## config.mk

```make
export PLATFORM = sky130hd
export DESIGN_NAME = mod_n_updown_counter
export DESIGN_NICKNAME = d
export VERILOG_FILES = /design/src/rtl/mod_n_updown_counter.sv
export SDC_FILE = /design/constraint.sdc
export NUM_CORES = 1
export LEC_CHECK = 0
export ABC_CLOCK_PERIOD_IN_PS = 3000
export BUFFER_PORTS_ARGS = -buffer_cell sky130_fd_sc_hd__buf_2
export CAP_MARGIN = 20
export CORE_MARGIN = 2
export CORE_UTILIZATION = 54
export DETAILED_ROUTE_END_ITERATION = 6
export PLACE_DENSITY = 0.87
export SETUP_SLACK_MARGIN = 0.15
export SYNTH_ARGS = -nofsm -noshare
export SYNTH_HDL_FRONTEND = slang
export SYNTH_SLANG_ARGS = --single-unit
export TNS_END_PERCENT = 10
```

## constraint.sdc

```tcl
create_clock -name clock -period 3 [get_ports clock]
set_input_delay 0.15 -clock clock [delete_from_list [all_inputs] [get_ports clock]]
set_output_delay 0.15 -clock clock [all_outputs]
set_load 0.05 [all_outputs]
```

## src/rtl/mod_n_updown_counter.sv

```systemverilog
// Modulo-N loadable up/down counter with programmable step, wrap/saturate
// boundary handling, terminal-count flag and one-cycle overflow/error pulses.
module mod_n_updown_counter #(
    parameter int unsigned WIDTH   = 4,
    parameter int unsigned MODULUS = 14
) (
    input  logic             clock,
    input  logic             resetn,
    input  logic             load,
    input  logic             enable,
    input  logic             mode,
    input  logic             sat,
    input  logic [WIDTH-1:0] step,
    input  logic [WIDTH-1:0] data_in,
    output logic [WIDTH-1:0] data_out,
    output logic             tc,
    output logic             ovf,
    output logic             err
);

    // One extra bit so MODULUS == 2**WIDTH and up-sums never truncate.
    localparam int unsigned EW          = WIDTH + 1;
    localparam logic [EW-1:0]    MOD_E  = EW'(MODULUS);
    localparam logic [WIDTH-1:0] TOP    = WIDTH'(MODULUS - 1);

    logic [EW-1:0]    cnt_e;
    logic [EW-1:0]    step_e;
    logic [EW-1:0]    din_e;
    logic [EW-1:0]    sum_e;
    logic [EW-1:0]    wrap_up_e;
    logic [EW-1:0]    wrap_dn_e;
    logic [WIDTH-1:0] cnt_d;
    logic             ovf_d;
    logic             err_d;

    assign cnt_e     = {1'b0, data_out};
    assign step_e    = {1'b0, step};
    assign din_e     = {1'b0, data_in};
    assign sum_e     = cnt_e + step_e;
    assign wrap_up_e = sum_e - MOD_E;
    assign wrap_dn_e = cnt_e + MOD_E - step_e;

    // Next count and pulse flags; priority load > enable > hold.
    always_comb begin
        cnt_d = data_out;
        ovf_d = 1'b0;
        err_d = 1'b0;
        if (load) begin
            if (din_e < MOD_E) begin
                cnt_d = data_in;
            end else begin
                err_d = 1'b1;
            end
        end else if (enable) begin
            if (step_e >= MOD_E) begin
                err_d = 1'b1;
            end else if (step != '0) begin
                if (mode) begin
                    if (sum_e < MOD_E) begin
                        cnt_d = WIDTH'(sum_e);
                    end else if (sat) begin
                        cnt_d = TOP;
                        ovf_d = (data_out != TOP);
                    end else begin
                        cnt_d = WIDTH'(wrap_up_e);
                        ovf_d = 1'b1;
                    end
                end else begin
                    if (step <= data_out) begin
                        cnt_d = data_out - step;
                    end else if (sat) begin
                        cnt_d = '0;
                        ovf_d = (data_out != '0);
                    end else begin
                        cnt_d = WIDTH'(wrap_dn_e);
                        ovf_d = 1'b1;
                    end
                end
            end
        end
    end

    always_ff @(posedge clock or negedge resetn) begin
        if (!resetn) begin
            data_out <= '0;
            ovf      <= 1'b0;
            err      <= 1'b0;
        end else begin
            data_out <= cnt_d;
            ovf      <= ovf_d;
            err      <= err_d;
        end
    end

    // Terminal count follows mode combinationally.
    assign tc = mode ? (data_out == TOP) : (data_out == '0);

endmodule
```

**Yosys cells after proc, flatten, opt, wreduce, memory -nomap -nowiden**

Cells that the tools add are included.

- Word-level logic and storage cells: 46
- Bits of input ports: 14
- Output and inout bits: 7
- Flip-flop bits (word level): 6

- Eq/ne operators: 4
- Multiplexer cells: 24
- Reduce and logical (&&, ||, !) cells: 6
- Magnitude comparators: 4
- Add/subtract/negate cells: 5

Operator list:

| kind | count |
|---|---|
| 4-bit two-way mux | 10 |
| 1-bit two-way mux | 14 |
| 4-bit nonzero test | 2 |
| 4-bit subtractor | 2 |
| 4-bit by 4-bit adder with 5-bit output | 1 |
| 5-bit by 4-bit < comparator with 1-bit output (second input constant) | 1 |
| 4-bit adder (second input constant) | 1 |
| 4-bit == test (second input constant) | 1 |
| 4-bit greater-or-equal comparator (second input constant) | 1 |
| 4-bit less-or-equal comparator | 1 |
| 4-bit zero test | 1 |
| 4-bit < comparator (second input constant) | 1 |
| 4-bit inequality test (second input constant) | 1 |
| 4-bit AND reduction | 1 |
| 2-bit nonzero test | 2 |
| 4-bit subtractor (second input constant) | 1 |
| 2-bit by 1-bit inequality test with 1-bit output (second input constant) | 1 |
| 2-bit inequality test (second input constant) | 1 |

**Longest topological paths before layout**

- Word-level depth: 9
- Depth in mapped cells: 11
- Depth with buffers taken out: 10

**Worst setup path after synthesis**

OpenSTA, ideal clock, no wires.

- Path kind: flip-flop to flip-flop
- Start: reg data_out[0]
- End: reg data_out[2]
- Data required time: 2.912 ns
- Data arrival time: 2.666 ns
- Setup slack: 0.246 ns
- Period minus slack after synthesis: 2.754 ns
- Library setup time: 0.088 ns
- Path buffers: 1
- Stages on the path, launching flop included: 11
- Path through: dfrtp_1 -> ha_1 -> fa_1 -> xnor2_1 -> ha_1 -> buf_2 -> nand2_1 -> a22o_2 -> nand4b_4 -> mux2_4 -> a41oi_1

- Cells in the longest elaborated chain, start to end: 9
- Elaborated cells on any way between the ends: 16
- Classes of those cells: 5 x add/sub; 2 x order compare; 9 x mux

RTL lines:

| item | line | text |
|---|---|---|
| from (decl) | 15 | `output logic [WIDTH-1:0] data_out,` |
| from (signal assigned) | 89 | `data_out <= cnt_d;` |
| 4-bit adder / 4-bit by 4-bit adder with 5-bit output (equally long branches) | 41, 39 |  |
| 4-bit subtractor, on equally long branches | 41, 40 |  |
| 4-bit two-way mux, on equally long branches | 71, 61 |  |
| 4-bit two-way mux, on equally long branches | 69, 59 |  |
| 4-bit two-way mux (*) | 58 | `if (mode) begin` |
| 4-bit two-way mux (*) | 57 | `end else if (step != '0) begin` |
| 4-bit two-way mux (*) | 55 | `if (step_e >= MOD_E) begin` |
| 4-bit two-way mux (*) | 54 | `end else if (enable) begin` |
| 4-bit two-way mux (*) | 48 | `if (load) begin` |

Every way passes the cells marked *; elsewhere a longest branch is shown, timed or not. The select of a mux whose other input is x is not followed.
A chain may end at the register's enable or synchronous reset.

**Final worst setup path**

Ends and elaborated chain as after synthesis.

==> results.txt <==
- Run status: complete, no violations
- FF-to-FF End: data_out[2]
- STA classifies the critical path startpoint as a flop.
* Total Nets Final: 168
- 21 I/O pins were placed.
- The cell count after synthesis came out at ~120.
* N_diodes: 0
- Detailed placement finished with a half-perimeter wire length of approximately 2000 µm.
- Summed over all instances, the cell type with the most area after synthesis is ha_1.
- Path type of the worst min-delay path: in -> reg
- Measured slew at the worst slew-check pin: 500 ps
- Antenna viol nets, final: 0
- After layout, the worst path uses about nine tenths of the clock period.
- Routed WL per cell: about 15 µm
- In this run the core area contains 15 standard-cell rows.
* Final Hold Violating Endpoints: 0
- FF+latch area: 150 µm²
- The finished cells cover about 0.0012 mm².
* Buffers from clock root to sink, at most: 2
- The final-report max-slew violation count is 0.
- The routed layout has 975 vias.
- Synth-to-layout area growth: 14.9%
- Clock latency on the worst-skew pair, taken at its later pin, is about 240 ps.
- Along the worst path, the maximum fanout reaches 8.
- Area taken by multi-input logic gates: between 700 and 800 µm²
- Starting utilization of the core area: between 50% and 60%
- Clock-pin slew was measured on the worst setup and hold paths at ~50 ps.
- For this design, the slowest cell found on the critical path is dfrtp_1.
- Arrival time at the worst endpoint: between 2000 and 3000 ps
* Async set-or-reset flop fraction in the synthesized netlist: between 90% and 100%
* Biggest cell delay along the critical path: ~430 ps
* Launch point of the worst hold path: data_in[0]
- In this run the number of H-tree levels came out at 1.
* Ordered list of cells on the worst path: ha_1 > fa_1 > xnor2_1 > ha_2 > nand2_1 > a22o_2 > nand4b_4 > mux2_4 > a41oi_1
- At the placement stage, the worst setup path has a slack of about 290 ps.
- Fraction of layout cells with a size suffix above 1: 26.3%
* Max-cap check violation count: 0
- Pin count of the biggest net entering global routing: 15
- Counting cells, the worst reg-to-reg path comes to 9.
* Kind of cell with the highest combined delay on the critical path: adder cells
* Utilization of the core after routing: around two thirds
* Critical path buffer and inverter count: 0
- Floorplan die width: approximately 47 µm
- The first detailed-routing pass ran for 4 iterations.
- TritonCTS created 3 clock buffers.
- Worst setup path category: reg -> reg
- Worst hold slack across all endpoints: about 200 ps
- Setup WS post-layout: between 200 and 300 ps
* Die Y-Extent: about 47 µm
- Most frequent cells after synthesis: ha_1, inv_1, nand3_1
* Via count of the first global-routing pass: roughly 830
- Core ar.: ~0.0017 mm²
- Setup repair after global routing left no endpoint under its margin.
* Instance area at placement: about 0.0011 mm²
- Summing every instance area after synthesis gives 0.00101 mm².
- Number of flops mapped to enable cells by yosys: 0
- Counting flops and latches in the post-synthesis netlist gives 6.
- Kind of end point of the critical path: flop
- Fillcell total: 155
* Remaining DRCs: 0
- The worst hold path passes through 3 cells.
* Setup Skew: a little under 4 ps
- The initial antenna violation count came to 0.
- Cell variety after synth: 45
- Leak Pwr: around 0.54 nW
- Hold Crit Endpoint: data_out[0]
* DR iter-0 viols: 24
- Post-layout min period: between 2000 and 3000 ps
- Global-route wire length before repair: 3790 µm
* GR Util All Layers: 24.4%
- Sum Neg Setup Slack: 0 ps
- Global routing finished with a remaining overflow of 0.
- Warning count from the yosys run: 0
- In the synthesized netlist the dominant register cell turns out to be dfrtp_1.
- Worst IR drop on VDD: about 320 µV
- Power per cell area: between 500 and 600 mW/mm²
- In the post-synthesis netlist, the biggest area contributors are ha_1, dfrtp_1, inv_1.
- Critical path data required time: 3150 ps
- Max transition margin: 66.7%
* Sum of routed wire length over all layers: about 2400 µm
* R2R setup slack: a little under 300 ps
* Seq/Total Area, Yosys: between 10% and 20%
* Synthesized netlist net count: about 140
* Post-detailed-route via-to-cell ratio: approximately 6
- The worst register-to-register path begins at data_out[0].
* CTS Root Buffer Type: clkbuf_4
- Setup violations remaining at the end of the flow were counted as 0.
- Highest Clock Rate: between 0.3 and 0.4 GHz
- ha_1 is the most common cell in the netlist.
- At the end of routability-driven placement, the weighted congestion stood at between 0.9 and 1.
* Average instance area after synthesis: 8.77 µm²
* TritonCTS clock tree: done
- Clock Sinks: 6
- Portion of synthesized cell area occupied by the leading cell type: between 10% and 20%
* Count of input and output buffers: 20
- DIE AREA: around 0.0022 mm²
[worst reg2reg max path: stages (launching register included)]
cell      delay (ps)
dfrtp_1          430
ha_1             240
fa_1             430
xnor2_1          240
ha_2             310
nand2_1           80
a22o_2           280
nand4b_4         110
mux2_4           310
a41oi_1          190
[routing by layer]
layer  up-vias  GRT usage (%)  routed length [µm]
met5         -              0                   0
met4         0           11.1                  42
met3         6           2.31                 177
met2        38           37.8                1130
met1       458           33.9                1070
li1        473              -                   -
[stage by stage]
stage / power, mW / instances
floorplan: 0.491 / 115
global placement: 0.580 / 158
detailed placement: 0.594 / 158
CTS: 0.673 / 162
global route: 0.729 / 162
finish: 0.677 / 162
[kinds of logic (layout without fill, tap and decap cells)]
kind of cell,count (synthesis),after routing,synth area share (%)
buf+inv,17,39,8.31
xor+xnor,6,6,5.21
fa+ha+maj,15,15,20.1
flops,6,6,14.9
mux,5,5,5.58
compound gates,33,33,26.7
simple gates,33,33,19.2
[cell usage in the layout (no fill, tap or decap), drive strengths merged, types with 2 or more instances in the layout]
| cell type | instances |
|---|---|
| buf | 23 |
| ha | 13 |
| inv | 11 |
| nand3 | 7 |
| nor2 | 7 |
| nand2 | 6 |
| dfrtp | 6 |
| o21ai | 6 |
| a21oi | 5 |
| xor2 | 4 |
| mux2i | 3 |
| nor2b | 3 |
| o32ai | 3 |
| clkbuf | 3 |
| a31oi | 3 |
| xnor2 | 2 |
| or4 | 2 |
| nand4 | 2 |
| a311oi | 2 |
| or3 | 2 |
| a41oi | 2 |
| o211ai | 2 |
| fa | 2 |
| mux2 | 2 |
[worst max-delay path by stage]
stage / from / end / depth (start not counted) / slack [ps]
3_3_place_gp: data_out[0] / data_out[2] / 9 / 440
5_1_grt: data_out[0] / ovf / 9 / 180
4_1_cts: data_out[0] / data_out[2] / 9 / 260
3_5_place_dp: data_out[0] / data_out[2] / 9 / 290
2_1_floorplan: data_out[0] / data_out[2] / 10 / 250
6_report: data_out[0] / data_out[2] / 9 / 290
[registers in the layout, summed over array words and instances (netlist names)]
signal	cells
ovf	1
err	1
data_out	4
[layout make-up]
class / count / area share [%]
clock buffer: 3 / 1.94
tap: 25 / 2.70
sequential: 6 / 13.0
inverter: 12 / 3.89
timing repair buffer: 24 / 11.4
multi-input combinational: 92 / 67.1
[power by group]
part | total [mW] | internal, mW | switching, mW
clock | 0.0732 | 0.0452 | 0.0281
combinational | 0.492 | 0.204 | 0.288
sequential | 0.112 | 0.0944 | 0.0175
total | 0.677 | 0.344 | 0.334
[timing repair]
item                                    CTS  global route
gates resized for setup                   0             1
buffers inserted                          0             0
endpoints found under the hold margin     6             0
endpoints found under the setup margin    0             3
hold buffers                              1             0
Note: power is estimated with default switching activity, not from simulation.
